===== config.mk =====
export PLATFORM = sky130hd
export DESIGN_NAME = secuenciador_operandos_flat
export DESIGN_NICKNAME = d
export VERILOG_FILES = /design/src/rtl/alu_pkg.sv /design/src/rtl/secuenciador_operandos_if.sv /design/src/rtl/detector_flanco.sv /design/src/rtl/secuenciador_operandos.sv /design/src/flat_wrapper.sv
export SDC_FILE = /design/constraint.sdc
export NUM_CORES = 1
export LEC_CHECK = 0
export CAP_MARGIN = 20
export CORE_MARGIN = 3
export CORE_UTILIZATION = 30
export CTS_CLUSTER_SIZE = 10
export DETAILED_ROUTE_END_ITERATION = 12
export PLACE_DENSITY = 0.66
export RECOVER_POWER = 25
export SLEW_MARGIN = 20
export SYNTH_ARGS = -nofsm -noshare
export SYNTH_HDL_FRONTEND = slang
export SYNTH_SLANG_ARGS = --single-unit
export TNS_END_PERCENT = 50

===== constraint.sdc =====
create_clock -name clk -period 2.1 [get_ports clk]
set_clock_uncertainty 0.05 [all_clocks]
set_input_delay 0.63 -clock clk [delete_from_list [all_inputs] [get_ports clk]]
set_output_delay 0.63 -clock clk [all_outputs]
set_load 0.02 [all_outputs]

===== src/rtl/alu_pkg.sv =====
// Types and bit positions shared by the operand sequencer and the ALU's muxes.
// Pure declarations: no logic, no latency, no flow control.
package alu_pkg;

    typedef enum logic [1:0] {
        CARGA_A  = 2'b00,
        CARGA_B  = 2'b01,
        CARGA_OP = 2'b10,
        LISTO    = 2'b11
    } etapa_t;

    localparam int OP_BIT  = 3;
    localparam int SEL_MSB = 2;
    localparam int SEL_LSB = 0;

endpackage


===== src/rtl/secuenciador_operandos_if.sv =====
// Switch bus, load/clear buttons and the operand/opcode set presented to the ALU.
// Plain wires; the ALU side is a level interface qualified by valido, with no backpressure.
interface secuenciador_operandos_if #(
    parameter int N = 8
);
    logic [N-1:0] din;
    logic         cargar;
    logic         borrar;
    logic [N-1:0] A;
    logic [N-1:0] B;
    logic [2:0]   selector1;
    logic [2:0]   selector2;
    logic         operacion;
    logic         valido;
    logic [1:0]   etapa;
    logic [7:0]   operaciones;

    modport master (
        output din, cargar, borrar,
        input  A, B, selector1, selector2, operacion, valido, etapa, operaciones
    );

    modport slave (
        input  din, cargar, borrar,
        output A, B, selector1, selector2, operacion, valido, etapa, operaciones
    );
endinterface


===== src/rtl/detector_flanco.sv =====
// Rising-edge detector for a synchronized level input; pulse is combinational from the
// input and one register. The reset value keeps a level held through reset from firing.
module detector_flanco #(
    parameter logic RST_VAL = 1'b1
) (
    input  logic clk,
    input  logic rst_n,
    input  logic i_dato,
    output logic o_pulso
);
    logic r_dato_q;

    always_ff @(posedge clk) begin
        if (!rst_n) r_dato_q <= RST_VAL;
        else        r_dato_q <= i_dato;
    end

    assign o_pulso = i_dato & ~r_dato_q;
endmodule


===== src/rtl/secuenciador_operandos.sv =====
// Loads A, B and opcode from one switch bus on successive button presses and holds them with valido.
// Outputs registered, 1 clock after the sampled rising edge of cargar; no backpressure.
module secuenciador_operandos
    import alu_pkg::*;
#(
    parameter int N = 8
) (
    input logic                  clk,
    input logic                  rst_n,
    secuenciador_operandos_if.slave bus
);
    logic         w_pulso;
    etapa_t       r_etapa;
    logic [N-1:0] r_a;
    logic [N-1:0] r_b;
    logic [2:0]   r_sel;
    logic         r_operacion;
    logic         r_valido;
    logic [7:0]   r_operaciones;

    // Reset value 1: a button held through reset must be released before it can load.
    detector_flanco #(.RST_VAL(1'b1)) u_flanco (
        .clk     (clk),
        .rst_n   (rst_n),
        .i_dato  (bus.cargar),
        .o_pulso (w_pulso)
    );

    always_ff @(posedge clk) begin
        if (!rst_n) begin
            r_etapa       <= CARGA_A;
            r_a           <= '0;
            r_b           <= '0;
            r_sel         <= '0;
            r_operacion   <= 1'b0;
            r_valido      <= 1'b0;
            r_operaciones <= 8'd0;
        end else if (bus.borrar) begin
            // The setup count survives a clear; only reset zeroes it.
            r_etapa     <= CARGA_A;
            r_a         <= '0;
            r_b         <= '0;
            r_sel       <= '0;
            r_operacion <= 1'b0;
            r_valido    <= 1'b0;
        end else if (w_pulso) begin
            case (r_etapa)
                CARGA_A: begin
                    r_a     <= bus.din;
                    r_etapa <= CARGA_B;
                end
                CARGA_B: begin
                    r_b     <= bus.din;
                    r_etapa <= CARGA_OP;
                end
                CARGA_OP: begin
                    r_operacion   <= bus.din[OP_BIT];
                    r_sel         <= bus.din[SEL_MSB:SEL_LSB];
                    r_valido      <= 1'b1;
                    r_operaciones <= r_operaciones + 8'd1;
                    r_etapa       <= LISTO;
                end
                LISTO: begin
                    r_valido <= 1'b0;
                    r_etapa  <= CARGA_A;
                end
                default: r_etapa <= CARGA_A;
            endcase
        end
    end

    assign bus.A           = r_a;
    assign bus.B           = r_b;
    assign bus.selector1   = r_sel;
    assign bus.selector2   = r_sel;
    assign bus.operacion   = r_operacion;
    assign bus.valido      = r_valido;
    assign bus.etapa       = r_etapa;
    assign bus.operaciones = r_operaciones;
endmodule


===== src/flat_wrapper.sv =====
// flat-port wrapper written by rule: the top's interface ports become plain ports
module secuenciador_operandos_flat import alu_pkg::*;
#(
    parameter int N = 8
)
  (clk, rst_n, bus_din, bus_cargar, bus_borrar, bus_A, bus_B, bus_selector1, bus_selector2, bus_operacion, bus_valido, bus_etapa, bus_operaciones);
  secuenciador_operandos_if #(.N(N)) bus_i ();
  input logic clk;
  input logic rst_n;
  input wire logic [$bits(bus_i.din)-1:0] bus_din;
  input wire logic [$bits(bus_i.cargar)-1:0] bus_cargar;
  input wire logic [$bits(bus_i.borrar)-1:0] bus_borrar;
  output wire logic [$bits(bus_i.A)-1:0] bus_A;
  output wire logic [$bits(bus_i.B)-1:0] bus_B;
  output wire logic [$bits(bus_i.selector1)-1:0] bus_selector1;
  output wire logic [$bits(bus_i.selector2)-1:0] bus_selector2;
  output wire logic [$bits(bus_i.operacion)-1:0] bus_operacion;
  output wire logic [$bits(bus_i.valido)-1:0] bus_valido;
  output wire logic [$bits(bus_i.etapa)-1:0] bus_etapa;
  output wire logic [$bits(bus_i.operaciones)-1:0] bus_operaciones;
  assign bus_i.din = bus_din;
  assign bus_i.cargar = bus_cargar;
  assign bus_i.borrar = bus_borrar;
  assign bus_A = bus_i.A;
  assign bus_B = bus_i.B;
  assign bus_selector1 = bus_i.selector1;
  assign bus_selector2 = bus_i.selector2;
  assign bus_operacion = bus_i.operacion;
  assign bus_valido = bus_i.valido;
  assign bus_etapa = bus_i.etapa;
  assign bus_operaciones = bus_i.operaciones;
  secuenciador_operandos #(.N(N)) u_core (.clk(clk), .rst_n(rst_n), .bus(bus_i));
endmodule

==> results of run 1 <==
-- final cells by class --
class	count	area (um^2)
Fill cell	408	2220
Sequential cell	32	641
Multi-Input combinational cell	105	601
Timing Repair Buffer	52	505
Clock buffer	8	90.1
Tap cell	50	62.6
Inverter	7	26.3
-- kinds of logic (layout without fill, tap and decap cells) --
| group | Yosys count | in the layout | share of synthesized area [%] |
|---|---|---|---|
| simple gates | 64 | 64 | 24.3 |
| compound gates | 32 | 32 | 13.3 |
| flops | 32 | 32 | 48.2 |
| xor+xnor | 1 | 1 | 0.659 |
| fa+ha+maj | 5 | 5 | 4.70 |
| mux | 3 | 3 | 2.26 |
| buf+inv | 18 | 67 | 6.68 |
-- registers in the layout, indices dropped and copies added (netlist names) --
name                      cells
u_core.bus.A                  8
u_core.bus.B                  8
u_core.bus.etapa              2
u_core.bus.operacion          1
u_core.bus.operaciones        8
u_core.bus.selector1          3
u_core.bus.valido             1
u_core.u_flanco.r_dato_q      1
-- worst min path at each step --
stage | from | endpoint
after global routing | u_core.bus.A[6] | u_core.bus.A[6]
after floorplan | u_core.bus.A[0] | u_core.bus.A[0]
after CTS | u_core.bus.A[4] | u_core.bus.A[4]
after global placement | u_core.bus.B[3] | u_core.bus.B[3]
final | u_core.bus.B[7] | u_core.bus.B[7]
after detailed placement | u_core.bus.B[7] | u_core.bus.B[7]
-- placed cells by master (no fill, tap or decap), drive strengths merged, types with 4 or more instances in the layout --
cell	netlist	layout
clkdlybuf4s50	0	43
dfxtp	32	32
a21oi	25	25
nand2	23	23
nand3	21	21
clkbuf	5	10
inv	6	6
buf	6	6
nor2	5	5
ha	5	5
o31ai	4	4
or4	4	4
-- power groups by stage --
stage,Combinational (mW),Sequential [mW],Clock [mW]
after floorplan,0.0263,0.630,0
after detailed placement,0.0753,0.627,0
after global placement,0.0754,0.627,0
after CTS,0.0754,0.614,0.484
final,0.0738,0.614,0.470
after global routing,0.0798,0.614,0.512
-- per-layer routing --
layer	global-route usage (%)	vias to the layer above	wire (um)
li1	-	628	-
met1	17.9	556	1490
met2	19.0	35	1500
met3	3.72	4	187
met4	5.53	0	55
met5	0	-	0
-- worst register-to-register path: cells and delay by family (launching register included) --
| kind | cells | cell delay, ns |
|---|---|---|
| AND/OR/NAND/NOR | 2 | 0.76 |
| flip-flops | 1 | 0.36 |
| AO/OA/AOI/OAI | 1 | 0.14 |
| buffers and inverters | 1 | 0.09 |
| adder cells (fa/ha/maj) | 1 | 0.33 |
-- through the flow --
| step | hold slack, ns | utilization (%) | setup slack (ns) | area, um^2 | power [mW] |
|---|---|---|---|---|---|
| after floorplan | 0.485 | - | 0.365 | 1330 | 0.656 |
| after global placement | 0.392 | 44.5 | -0.0525 | 1850 | 0.703 |
| after detailed placement | 0.400 | 44.5 | -0.0844 | 1850 | 0.703 |
| after CTS | 0.408 | 46.7 | 0.0494 | 1940 | 1.17 |
| after global routing | 0.428 | 46.5 | 0.0145 | 1930 | 1.21 |
| final | 0.405 | 46.5 | 0.0769 | 1930 | 1.16 |
-- what timing repair did --
action | CTS | global route
buffers inserted | 0 | 0
setup endpoints to repair | 0 | 1
gates resized for setup | 0 | 1
==> metrics.md, run 1 <==
| Metric | Value |
|---|---|
| Power per Cell Area | `601 mW/mm^2` |
| Total Routing Usage GR | `13.0%` |
| Most frequent cells after synthesis | `dfxtp_1 (32), a21oi_1 (25), nand2_1 (23)` |
| FMAX | `494 MHz` |
| Vias/cell | `4.81` |
| Cell Chain, Critical Path | `clkdlybuf4s50_1` |
| Start point of the critical path | `u_core.bus.operaciones[3]` |
| GRT overflow | `0` |
| CP Max Fanout | `6` |
| Pins over their slew limit | `0` |
| Worst-Skew Late Latency | `0.28 ns` |
| Final setup viols | `0` |
| Syn-to-layout area delta | `44.8%` |
| Cts hold-fix bufs | `0` |
| Final period util | `96.3%` |
| Sequential Power Share | `53.0%` |
| CP max stage delay | `0.64 ns` |
| Top FF cell, synth | `dfxtp_1` |
| Port Buffers | `45` |
| Avg Cell Area, Syn | `8.58 um^2` |
| CORE AREA | `0.00414 mm^2` |
| Drt wl/cell | `12.7 um` |
| Initial DRC count | `84` |
| # diodes | `0` |
| RR Endpoint | `u_core.bus.operaciones[6]` |
| Fin crit period | `2.02 ns` |
| Synth top area share | `48.2%` |
| Root buf cell | `clkbuf_8` |
| Hold path cells | `2` |
| Switching Fraction | `21.1%` |
| IO Pins | `46` |
| Combinational share of power | `6.4%` |
| Htree depth | `2` |
| Share of cells above drive strength 1 | `6.37%` |
| Routed WL | `3230 um` |
| Register bit count reported by yosys | `32` |
| Worst path bufs/invs | `1` |
| Sequential fraction of the synthesis area | `48.2%` |
| R2R setup slack | `0.30 ns` |
| Synth Cell Area | `0.00133 mm^2` |
| Nets@finish | `220` |
| Int Power | `0.914 mW` |
| Initial antenna violation count | `0` |
| Kind of critical path | `reg2out` |
| Post-synthesis cell count | `155` |
| Post-DRT Antenna Nets | `0` |
| Top-count cell post-synth | `dfxtp_1` |
| DRC Markers | `0` |
| Crit path DAT | `1.34 ns` |
| Via count | `1,223` |
| Post-Layout Cell Count | `254` |
| Clock slew at reported path FFs | `0.06 ns` |
| Setup crit end | `bus_operaciones[3]` |
| Pin count of the biggest net entering global routing | `25` |
| R2R Path Start | `u_core.bus.etapa[0]` |
| Clock tree from TritonCTS | `yes` |
| Clock Path Buffers | `2` |
| Max VDD drop | `0.331 mV` |
| Clock Sinks | `32` |
| Area contributors post-synth | `dfxtp_1 (48%), a21oi_1 (9.4%), nand3_1 (7.9%)` |
| Post-synth cell types | `26` |
| Clock Power Share | `40.6%` |
| Critical Path RT | `1.42 ns` |
| Static Leak | `0.628 nW` |
| # rows | `23` |
| Crit. End Element | `output port` |
| Starting density of the core | `32.1%` |
| Syn Nets | `172` |
| Yosys warns | `0` |
| Crit-path slowest cell | `clkdlybuf4s50_1` |
| Hold Violations, Final | `0` |
| EDFF count, synth | `0` |
| Hold Path Class | `reg2reg` |
| Levels on crit path | `1` |
| TNS Setup | `0 ns` |
| Max Cap Viol | `0` |
| Placed instance count | `246` |
| Ys async rst share | `0%` |
| HPWL after DPL | `2430 um` |
| First-pass GRT wire length | `5340 um` |
| Cell accounting for the most synthesized area | `dfxtp_1` |
| Global placer's final weighted congestion | `0.766` |
| DRT Pass-1 Iters | `4` |
| CP top delay family | `buffers and inverters` |
| Slew HR | `76.0%` |
| Worst-margin pin slew | `0.360 ns` |
| R2R depth | `5` |
| Status | `finished, final reports clean` |
| Die area | `0.00527 mm^2` |
| CTS buffer count | `5` |
| Switching power total | `0.244 mW` |
| Vias in the first global route | `1,099` |
| RSZ-0062 raised after global routing | `false` |
| Die Wd | `72.6 um` |
| Die Ht | `72.6 um` |
| CP Launch Type | `register` |
Note: power is estimated with default switching activity, not from simulation.
==> run 2: changes to the inputs <==
--- a/config.mk
+++ b/config.mk
@@ -8,6 +8,7 @@
 export CAP_MARGIN = 20
 export CORE_MARGIN = 3
 export CORE_UTILIZATION = 30
+export CTS_CLUSTER_DIAMETER = 50
 export CTS_CLUSTER_SIZE = 10
 export DETAILED_ROUTE_END_ITERATION = 12
 export PLACE_DENSITY = 0.66
==> results of run 2 <==
Final layout, timing and power as in run 1 (identical DEF).
==> run 3: changes to the inputs <==
--- a/config.mk
+++ b/config.mk
@@ -5,12 +5,14 @@
 export SDC_FILE = /design/constraint.sdc
 export NUM_CORES = 1
 export LEC_CHECK = 0
+export ABC_AREA = 1
 export CAP_MARGIN = 20
 export CORE_MARGIN = 3
 export CORE_UTILIZATION = 30
 export CTS_CLUSTER_DIAMETER = 50
 export CTS_CLUSTER_SIZE = 10
 export DETAILED_ROUTE_END_ITERATION = 12
+export GPL_TIMING_DRIVEN = 0
 export PLACE_DENSITY = 0.66
 export RECOVER_POWER = 25
 export SLEW_MARGIN = 20
==> run 3 against run 2 <==
  * Final cell count rose by 9.4%
  * Combinational power rose by 3.4%
  * Via count rose by 4.8%
  * Die area rose by 2.8%
  * Synthesized cell count rose by 14%
  * Non-clock buffer count rose by 3
==> metrics.md, run 3 <==
| Metric | Value |
|---|---|
| FMAX | `495 MHz (+0.11%)` |
| Yosys warns | `0 (unchanged)` |
| Static Leak | `0.706 nW (+12%)` |
| Area contributors post-synth | `dfxtp_1 (47%), nand2_1 (10%), a21oi_1 (9.9%)` |
| CP Launch Type | `register` |
| Share of cells above drive strength 1 | `7.02% (+0.64 points)` |
| Cell Chain, Critical Path | `buf_4 > clkdlybuf4s50_1` |
| Post-DRT Antenna Nets | `0 (unchanged)` |
| Worst-margin pin slew | `0.480 ns (+0.121 ns)` |
| Port Buffers | `44 (-2.2%)` |
| Die area | `0.00541 mm^2 (+2.8%)` |
| # diodes | `0 (unchanged)` |
| Clock tree from TritonCTS | `yes` |
| Most frequent cells after synthesis | `nand2_1 (38), dfxtp_1 (32), a21oi_1 (27), nand3_1 (27), inv_1 (15)` |
| Die Wd | `73.6 um (+1.4%)` |
| Crit path DAT | `1.34 ns (about the same)` |
| Most frequent cells in the layout | `clkdlybuf4s50_1 (43), nand2_1 (38), dfxtp_1 (32)` |
| Routed WL | `3380 um (+4.5%)` |
| DRC Markers | `0 (unchanged)` |
| Final setup viols | `0 (unchanged)` |
| Fin crit period | `2.02 ns (-0.00215 ns)` |
| Ys async rst share | `0% (unchanged)` |
| Total Routing Usage GR | `13.3% (+0.22 points)` |
| IO Pins | `46 (unchanged)` |
| Clock Path Buffers | `2 (unchanged)` |
| Slew HR | `68.0% (-8.1 points)` |
| GRT overflow | `0 (unchanged)` |
| CORE AREA | `0.00420 mm^2 (+1.4%)` |
| Post-synth cell types | `19 (-27%)` |
| Status | `finished, final reports clean` |
| Nets@finish | `244 (+11%)` |
| CTS buffer count | `5 (unchanged)` |
| Hold Path Class | `reg2reg` |
| TNS Setup | `0 ns (unchanged)` |
| EDFF count, synth | `0 (unchanged)` |
| Power per Cell Area | `608 mW/mm^2 (+1.1%)` |
| First-pass GRT wire length | `5510 um (+3.2%)` |
| Drt wl/cell | `12.2 um (-4.5%)` |
| Vias/cell | `4.61 (-4.2%)` |
| CP Max Fanout | `3 (-3)` |
| Synth top area share | `46.8% (-1.4 points)` |
| Starting density of the core | `32.6% (+0.51 points)` |
| Crit-path slowest cell | `clkdlybuf4s50_1` |
| Worst setup margin | `0.0791 ns (+0.00215 ns)` |
| Setup repair bufs after CTS | `0 (unchanged)` |
| Synth Cell Area | `0.00137 mm^2 (+3.0%)` |
| Syn Nets | `193 (+12%)` |
| Vias in the first global route | `1,217 (+11%)` |
| Sequential fraction of the synthesis area | `46.8% (-1.4 points)` |
| Post-synthesis cell count | `176 (+14%)` |
| Via count | `1,282 (+4.8%)` |
| Initial antenna violation count | `0 (unchanged)` |
| Kind of critical path | `reg2out` |
| # rows | `23 (unchanged)` |
| Pins over their slew limit | `0 (unchanged)` |
| Initial DRC count | `69 (-18%)` |
| Clock slew at reported path FFs | `0.07 ns (about the same)` |
| Avg Cell Area, Syn | `7.78 um^2 (-9.3%)` |
| CP max stage delay | `0.58 ns (-0.06 ns)` |
| Register bit count reported by yosys | `32 (unchanged)` |
| Critical Path RT | `1.42 ns (about the same)` |
| Crit. End Element | `output port` |
| Global placer's final weighted congestion | `0.809 (+5.6%)` |
| Die Ht | `73.6 um (+1.4%)` |
| HPWL after DPL | `2540 um (+4.8%)` |
| FILL cells | `425 (+4.2%)` |
| Clock Sinks | `32 (unchanged)` |
| Worst-Skew Late Latency | `0.28 ns (about the same)` |
| Max Cap Viol | `0 (unchanged)` |
| Final period util | `96.2% (-0.10 points)` |
| Max VDD drop | `0.237 mV (-28%)` |
| Top FF cell, synth | `dfxtp_1` |
| Syn-to-layout area delta | `42.1%` |
| Pin count of the biggest net entering global routing | `11 (-56%)` |
| PostCTS Resize Cnt | `0 (unchanged)` |
| Top-count cell post-synth | `nand2_1` |
| Cts hold-fix bufs | `0 (unchanged)` |
| Commonest non-fill, non-tap cell in the layout | `clkdlybuf4s50_1` |
| Htree depth | `2 (unchanged)` |
| Root buf cell | `clkbuf_8` |
| RSZ-0062 raised after global routing | `false` |
| Placement Setup Slack | `0.0245 ns (+0.109 ns)` |
| DRT Pass-1 Iters | `4 (unchanged)` |
| Cell accounting for the most synthesized area | `dfxtp_1` |
| Hold Violations, Final | `0 (unchanged)` |
-- run 3: where the power goes --
group / switching [mW] / internal, mW
combinational: 0.0430 / 0.0333
clock: 0.227 / 0.266
sequential: 0.00353 / 0.611
total: 0.274 / 0.910
-- run 3: cell families (layout without fill, tap and decap cells) --
kind of cell / count (synthesis) / in the layout / synth area share [%]
compound gates: 34 / 34 / 12.9
buf+inv: 26 / 78 / 9.13
simple gates: 79 / 79 / 26.7
flops: 32 / 32 / 46.8
fa+ha+maj: 5 / 5 / 4.57
-- run 3: area by class of cell --
type,instances,area [um^2],share of cell area [%]
Clock buffer,7,86.3,4.43
Buffer,11,68.8,3.53
Timing Repair Buffer,44,440,22.6
Multi-Input combinational cell,118,584,30.0
Sequential cell,32,641,32.9
Clock inverter,1,7.51,0.386
Inverter,15,56.3,2.89
Tap cell,50,62.6,3.21
-- run 3: worst paths after layout --
kind,startpoint,endpoint,slack (ns),depth (start not counted)
max,u_core.bus.selector1[1],bus_selector2[1],0.08,2
min,u_core.bus.B[3],u_core.bus.B[3],0.41,2
max reg2reg,u_core.bus.etapa[0],u_core.bus.operaciones[6],0.32,8
min reg2reg,u_core.bus.B[3],u_core.bus.B[3],0.41,2
-- run 3: worst max-delay path: cells and delay by family (launching register included) --
| kind | cells | cell delay [ns] |
|---|---|---|
| DFF | 1 | 0.36 |
| buffers and inverters | 2 | 0.69 |
-- run 3: routing by layer --
layer  track usage, %  vias up  part of all wire, %
met3             3.83        7                  4.6
met5                0        -                    0
met1             17.6      577                   48
li1                 -      673                    -
met4             5.43        0                  1.8
met2             20.1       25                   45
-- run 3: stage by stage --
step                util [%]  cells  hold WS, ns  cell area (um^2)  total power, mW
floorplan                  -    176        0.491              1370            0.665
global placement        44.6    270        0.399              1870            0.706
detailed placement      44.6    270        0.404              1870            0.707
CTS                     46.8    278        0.415              1970             1.20
global route            46.3    278        0.435              1950             1.22
finish                  46.3    278        0.410              1950             1.18
